$ cat config.mk
export PLATFORM = sky130hd
export DESIGN_NAME = datapath
export DESIGN_NICKNAME = d
export VERILOG_FILES = /design/src/rtl/datapath.sv
export SDC_FILE = /design/constraint.sdc
export NUM_CORES = 1
export LEC_CHECK = 0
export ABC_CLOCK_PERIOD_IN_PS = 15580
export BUFFER_PORTS_ARGS = -buffer_cell sky130_fd_sc_hd__buf_2
export CAP_MARGIN = 20
export CORE_MARGIN = 4
export CORE_UTILIZATION = 25
export DETAILED_ROUTE_END_ITERATION = 8
export SETUP_SLACK_MARGIN = 0.1
export SLEW_MARGIN = 20
export SYNTH_ARGS = -nofsm -noshare
export SYNTH_HDL_FRONTEND = slang
export SYNTH_SLANG_ARGS = --single-unit
$ cat constraint.sdc
create_clock -name clk -period 15.58 [get_ports clk]
set_clock_uncertainty 0.1 [all_clocks]
set_input_delay 0.779 -clock clk [delete_from_list [all_inputs] [get_ports clk]]
set_output_delay 0.779 -clock clk [all_outputs]
set_load 0.005 [all_outputs]
$ cat src/rtl/datapath.sv
// K&S datapath: PC, IR, 4x16 register file, ALU and flags; every strobe comes from control_unit.
// No added latency: reads are combinational, state updates on the strobed clk edge.
package k_and_s_pkg;
  typedef enum logic [3:0] {
    I_NOP, I_BRANCH, I_BZERO, I_BNEG, I_BOV, I_BNOV, I_BNZERO, I_BNNEG, I_HALT,
    I_LOAD, I_STORE, I_MOVE, I_ADD, I_SUB, I_AND, I_OR
  } decoded_instruction_type;
endpackage

module datapath
  import k_and_s_pkg::*;
#(
  parameter int DATA_WIDTH = 16,
  parameter int ADDR_WIDTH = 5
) (
  input  logic                    clk,
  input  logic                    rst_n,
  input  logic                    branch,
  input  logic                    pc_enable,
  input  logic                    ir_enable,
  input  logic                    write_reg_enable,
  input  logic                    addr_sel,
  input  logic                    c_sel,
  input  logic [1:0]              operation,
  input  logic                    flags_reg_enable,
  output decoded_instruction_type decoded_instruction,
  output logic                    zero_op,
  output logic                    neg_op,
  output logic                    unsigned_overflow,
  output logic                    signed_overflow,
  output logic [ADDR_WIDTH-1:0]   ram_addr,
  output logic [DATA_WIDTH-1:0]   data_out,
  input  logic [DATA_WIDTH-1:0]   data_in
);

  localparam int MSB = DATA_WIDTH - 1;

  typedef struct packed {
    logic zero;
    logic neg;
    logic uov;
    logic sov;
  } flags_t;

  logic [ADDR_WIDTH-1:0] pc_q, pc_d;
  logic [DATA_WIDTH-1:0] ir_q, ir_d;
  logic [DATA_WIDTH-1:0] regs_q [4];
  logic [DATA_WIDTH-1:0] regs_d [4];
  flags_t                flags_q, flags_d, alu_flags;
  logic [1:0]            a_sel, b_sel, dest_sel;
  logic [DATA_WIDTH-1:0] a_dat, b_dat, alu_res, wb_dat;
  logic [DATA_WIDTH:0]   sum_ext;
  logic                  unused_ir_bit;

  always_comb begin
    case (ir_q[MSB -: 8])
      8'h00:   decoded_instruction = I_NOP;
      8'h01:   decoded_instruction = I_BRANCH;
      8'h02:   decoded_instruction = I_BZERO;
      8'h03:   decoded_instruction = I_BNEG;
      8'h05:   decoded_instruction = I_BOV;
      8'h06:   decoded_instruction = I_BNOV;
      8'h0A:   decoded_instruction = I_BNZERO;
      8'h0B:   decoded_instruction = I_BNNEG;
      8'h0F:   decoded_instruction = I_HALT;
      8'h81:   decoded_instruction = I_LOAD;
      8'h82:   decoded_instruction = I_STORE;
      8'h91:   decoded_instruction = I_MOVE;
      8'hA1:   decoded_instruction = I_ADD;
      8'hA2:   decoded_instruction = I_SUB;
      8'hA3:   decoded_instruction = I_AND;
      8'hA4:   decoded_instruction = I_OR;
      default: decoded_instruction = I_NOP;
    endcase
  end

  // MOVE drives its source onto both ALU ports so OR passes it through unchanged.
  always_comb begin
    a_sel = (decoded_instruction == I_MOVE) ? ir_q[1:0] : ir_q[3:2];
    b_sel = ir_q[1:0];
    case (decoded_instruction)
      I_LOAD:  dest_sel = ir_q[6:5];
      I_MOVE:  dest_sel = ir_q[3:2];
      default: dest_sel = ir_q[5:4];
    endcase
  end

  assign a_dat  = regs_q[a_sel];
  assign b_dat  = regs_q[b_sel];
  assign wb_dat = c_sel ? alu_res : data_in;

  always_comb begin
    sum_ext   = '0;
    alu_res   = '0;
    alu_flags = '0;
    case (operation)
      2'b00: alu_res = a_dat | b_dat;
      2'b01: begin
        sum_ext       = {1'b0, a_dat} + {1'b0, b_dat};
        alu_res       = sum_ext[MSB:0];
        alu_flags.uov = sum_ext[DATA_WIDTH];
        alu_flags.sov = (a_dat[MSB] == b_dat[MSB]) && (alu_res[MSB] != a_dat[MSB]);
      end
      2'b10: begin
        // Extra top bit of the widened difference is the borrow.
        sum_ext       = {1'b0, a_dat} - {1'b0, b_dat};
        alu_res       = sum_ext[MSB:0];
        alu_flags.uov = sum_ext[DATA_WIDTH];
        alu_flags.sov = (a_dat[MSB] != b_dat[MSB]) && (alu_res[MSB] != a_dat[MSB]);
      end
      default: alu_res = a_dat & b_dat;
    endcase
    alu_flags.zero = (alu_res == '0);
    alu_flags.neg  = alu_res[MSB];
  end

  always_comb begin
    pc_d    = pc_q;
    ir_d    = ir_q;
    flags_d = flags_q;
    for (int i = 0; i < 4; i++) regs_d[i] = regs_q[i];
    if (pc_enable)        pc_d = branch ? ir_q[ADDR_WIDTH-1:0] : pc_q + ADDR_WIDTH'(1);
    if (ir_enable)        ir_d = data_in;
    if (write_reg_enable) regs_d[dest_sel] = wb_dat;
    if (flags_reg_enable) flags_d = alu_flags;
  end

  always_ff @(posedge clk or negedge rst_n) begin
    if (!rst_n) begin
      pc_q    <= '0;
      ir_q    <= '0;
      flags_q <= '0;
      for (int i = 0; i < 4; i++) regs_q[i] <= '0;
    end else begin
      pc_q    <= pc_d;
      ir_q    <= ir_d;
      flags_q <= flags_d;
      for (int i = 0; i < 4; i++) regs_q[i] <= regs_d[i];
    end
  end

  assign ram_addr          = addr_sel ? ir_q[ADDR_WIDTH-1:0] : pc_q;
  assign data_out          = regs_q[ir_q[6:5]];
  assign zero_op           = flags_q.zero;
  assign neg_op            = flags_q.neg;
  assign unsigned_overflow = flags_q.uov;
  assign signed_overflow   = flags_q.sov;
  assign unused_ir_bit     = ir_q[7];

endmodule

Word-level counts from Yosys, hierarchy flattened:

Index checks and enable logic that the tools add are counted.

* $add $sub $neg: 3
* multipliers: 0
* divide/modulo/power cells: 0
* $lt $le $gt $ge: 5
* equality and inequality tests: 23
* shifts and indexed selects: 0
* multiplexer cells: 20
* bitwise operators: 6
* reductions and logical operators: 5

Operators by type and width (count)
* $mux 16: 8
* $bmux 16 s2: 3
* $bwmux 64: 1
* $pmux 4 s15: 1
* $eq 8x8->1 const B: 7
* $pmux 16 s3: 1
* $demux 16 s2: 1
* $eq 8x4->1 const B: 3
* $add 16x16->17: 1
* $sub 16x16->17: 1
* $and 16x16->16: 1
* $eq 8x2->1 const B: 2
* $eq 8x3->1 const B: 2
* $logic_not 16->1: 1
* $or 16x16->16: 1
* $ge 3x3->1 const B: 4
* $not 2->3: 4
* $mux 5: 2
* $eq 4x4->1 const B: 2
* $eq 8x1->1 const B: 1
* $pmux 2 s2: 2
* $add 5x1->5 const B: 1
* $logic_and 1x1->1: 3
* $lt 3x1->1 const B: 1
* other kinds (6): 8

* bits in registers: 89
* latch bits: 0
* memory bits (writable): 0
* memory bits (read-only): 0
* output and inout bits: 29
* memories: 0

Longest topological paths before layout:

* word-level depth: 12
* gate-level depth with buffers: 19
* gate-level depth less buffers: 17

Worst setup path before layout:

No wires, ideal clock.

* path kind: reg-to-reg
* from: reg ir_q[10]
* to: reg regs_q[47] (netlist bit)
* library setup time: 0.125 ns
* arrival time: 5.085 ns
* data required time: 15.355 ns
* setup slack: 10.271 ns
* cell stages (with the launch flop): 17
* path buffers: 2
* period minus slack after synthesis: 5.309 ns
* cells stage by stage: dfrtp_1 > buf_2 > nor3_4 > nand3_1 > mux2i_2 > clkbuf_1 > mux2_2 > ha_1 > or2_2 > a221oi_1 > o22ai_1 > o41a_1 > o31ai_1 > mux2i_1 > a32oi_1 > mux2_2 > mux2_2

* longest elaborated chain between the ends: 12
* elaborated cells on any way between the ends: 37
* those cells by class: add/sub: 2; order compare: 2; eq/ne: 17; mux: 11; bitwise: 4; reduce/logical: 1

Ends and longest elaborated chain
* start: declaration: line 46 `logic [DATA_WIDTH-1:0] ir_q, ir_d;`
* start signal: assignment: line 136 `ir_q <= ir_d;`
* $eq 8x8->1, or another cell as far along: line 56 `case (ir_q[MSB -: 8])`
* $pmux 4 s15 *: line 56
* $eq 4x4->1: line 79, 81
* $mux 2: line 79 `a_sel = (decoded_instruction == I_MOVE) ? ir_q[1:0] : ir_q[3:2];`
* $not 2->3 (implied by the code): line 88 `assign a_dat = regs_q[a_sel];`
* $bmux 16 s2: line 88
* $mux 16 (implied by the code) (2 in series): line 88
* $sub 16x16->17, or another cell as far along: line 106 `sum_ext = {1'b0, a_dat} - {1'b0, b_dat};`
* $pmux 16 s3: line 96 `case (operation)`
* $mux 16: line 90 `assign wb_dat = c_sel ? alu_res : data_in;`
* $bwmux 64 *: line 124 `if (write_reg_enable) regs_d[dest_sel] = wb_dat;`
* end: declaration: line 47 `logic [DATA_WIDTH-1:0] regs_q [4];`

Every way passes the cells marked *; elsewhere a longest branch is shown, timed or not. The select of a mux whose other input is x is not followed.
A chain may end at the register's enable or synchronous reset.

Final worst setup path:

* from: reg ir_q[9]
* to: reg regs_q[63] (netlist bit)

Same word-level chain as after synthesis.

==> results.md <==
* Post-CTS setup buffers at 0
* Most common cell after layout, fill and taps aside: mux2_2
* Final Max Slew Viols at 0
* Crit path arrival time at 6000 ps
* Gr ovfl total at 0
* Hold crit path type: in -> async
* Max-cap violations at 0
* All-Layer GR Usage at 13.5%
* Cts hold-fix bufs at 0
* Crit path launch: ir_q[9]
* Final setup TNS at 0 ps
* I/O Pins at 56
* R2R Path Start: ir_q[9]
* CTS resizes at 0
* Clk pin slew, worst setup/hold paths at 70 ps
* Leakage at 3.71 nW
* Met2 usage at 21.0%
* Placed cell area at 0.00847 mm²
* Gr busiest metal: met2
* Post-layout minimum cycle time at 5870 ps
* Mapped cell area at 0.00783 mm²
* Cells after Synth at 763
* Inst Count DP at 1,176
* Die ar. at 0.0342 mm²
* Setup violators final at 0
* End of the critical path: regs_q[63]
* Most frequent cells in the layout: mux2_2, dfrtp_1, inv_1
* Post-Syn Nets at 845
* Iteration count of the initial detailed-routing pass at 8
* Critical path peak fanout at 32
* Yosys top cell by area: dfrtp_1
* DRC Markers at 0
* Total core area at 0.0307 mm²
* Avg WL per Cell at 19.1 µm
* Reg2reg setup slack at 9710 ps
* RSZ-0062 raised after global routing: false
* CTS tree: yes
* Share of layout cells above drive strength 1 at 30.9%
* Die H at 185 µm
* Fin. Hold Viols at 0
* Die Wd at 185 µm
* Startpoint Class: flip-flop
* IO Port Bufs at 55
* P&R area growth vs syn at 12.2%
* Outcome: finished clean
* Async SR Flop Fraction at 100%
* CP Class: reg -> reg
* Main area contributors after synthesis: dfrtp_1, mux2_2, mux4_2
* Final Cycle Share at 37.7%
* Non-Filler Instances at 1,192
* Post-DP HPWL at 17,300 µm
* Power Density at 221 mW/mm²
* CTS max path bufs at 2
* Total power draw at 1.95 mW
* Max Freq at 170 MHz
* Synth top area share at 28.1%
* Final Wtd Congestion at 0.925
* Number of global-route vias before repair at 6,274
* Slew @ Worst Pin at 1080 ps
* Worst R2R End: regs_q[63]
* Largest net degree at the start of global routing at 72
* Post-Syn Area per Cell at 10.3 µm²
* Row count at 64
* Antenna Cells at 0
* H-tree lvl count at 3
* Starting density of the core at 25.5%
* Met1 usage at 19.1%
* Synth warn at 0
* Initial antenna violation count at 0
* Distinct cells, synth at 74
* Cells on worst reg2reg path at 16
* Cell area after layout at 0.00879 mm²
* Met3 usage at 1.73%
* First-pass GRT wire length at 36,200 µm
* Relative slew slack at 27.7%
* Iteration-0 DRC Markers at 517
* Root Driver: clkbuf_16
* Required time of the critical path at 15,710 ps
* Final net count at 873
* FF+latch count, synth at 88
* Crit end category: flip-flop
* Post-Route WL at 22,800 µm
* Core Util, Final at 28.6%
* Post-synth EDFFs at 0
* Antenna viol nets, final at 0
* Number of vias per cell at 5.26
* Clk_lat worst skew at 350 ps
* Clock sinks at 88
* Hold slack at 181 ps
* Via count at 6,266
* Setup ws final at 9710 ps
* Clock buffer count from CTS at 9
* Max IR drop VDD at 73.3 µV
* Setup WS pre-CTS at 9790 ps
* Top_reg_cell synth: dfrtp_1
* Sequential-to-total area share from yosys stat at 28.1%
final cells by class:
cell class | instances | area, µm²
Sequential cell | 88 | 2200
Multi-Input combinational cell | 567 | 5210
Timing Repair Buffer | 62 | 330
Fill cell | 3235 | 22000
Tap cell | 396 | 495
Clock inverter | 5 | 62.6
Clock buffer | 11 | 253
Inverter | 63 | 236
critical path: stages, from the launching register on:
cell	delay [ps]
dfrtp_1	530
and4bb_2	450
nand3_1	360
mux2i_4	270
buf_4	420
mux2i_1	130
mux2_2	330
ha_1	340
or2_2	280
a221oi_1	390
o22ai_1	260
o41a_1	430
o31ai_1	390
mux2i_1	230
a32oi_1	180
mux2_2	380
mux2_2	270
worst min path at each step:
stage,end,slack (ps),depth (start not counted)
4_1_cts,regs_q[49],180,1
6_report,regs_q[49],180,1
3_3_place_gp,regs_q[6],430,1
3_5_place_dp,regs_q[4],440,1
5_1_grt,regs_q[49],190,1
2_1_floorplan,ir_q[0],380,0
flip-flops by register name, indices dropped and copies added (netlist names):
register / flops
zero_op: 1
regs_q: 64
ir_q: 15
neg_op: 1
pc_q: 5
unsigned_overflow: 1
signed_overflow: 1
per-layer routing:
metal	wire [µm]	part of all wire, %
met3	1060	4.6
met4	656	2.9
met1	10700	47
met5	0	0
met2	10400	46
synth_stat cells, types with 6 or more instances:
| library cell | n |
|---|---|
| nor2_1 | 31 |
| o21bai_1 | 8 |
| nand2b_1 | 7 |
| o21a_1 | 9 |
| a2bb2oi_1 | 6 |
| o21ai_0 | 31 |
| a32oi_1 | 7 |
| xnor2_1 | 13 |
| ha_1 | 53 |
| a21oi_1 | 40 |
| nand3_1 | 19 |
| mux4_2 | 34 |
| clkbuf_1 | 28 |
| mux2_2 | 106 |
| buf_2 | 7 |
| o22ai_1 | 11 |
| dfrtp_1 | 88 |
| and3_1 | 8 |
| mux2i_1 | 34 |
| inv_1 | 62 |
| nand2_1 | 34 |
| nor3_1 | 9 |
| a31oi_1 | 15 |
where the power goes:
group | internal, mW | switching [mW]
logic | 0.583 | 0.710
clock network | 0.134 | 0.0976
registers | 0.322 | 0.0989
logic make-up after synthesis:
family	count (synthesis)	synth area share, %
buf+inv	108	5.57
compound gates	176	15.7
simple gates	138	9.14
mux	180	30.5
fa+ha+maj	55	8.98
xor+xnor	18	2.01
flops	88	28.1
Power figures use the tool's default switching activity.
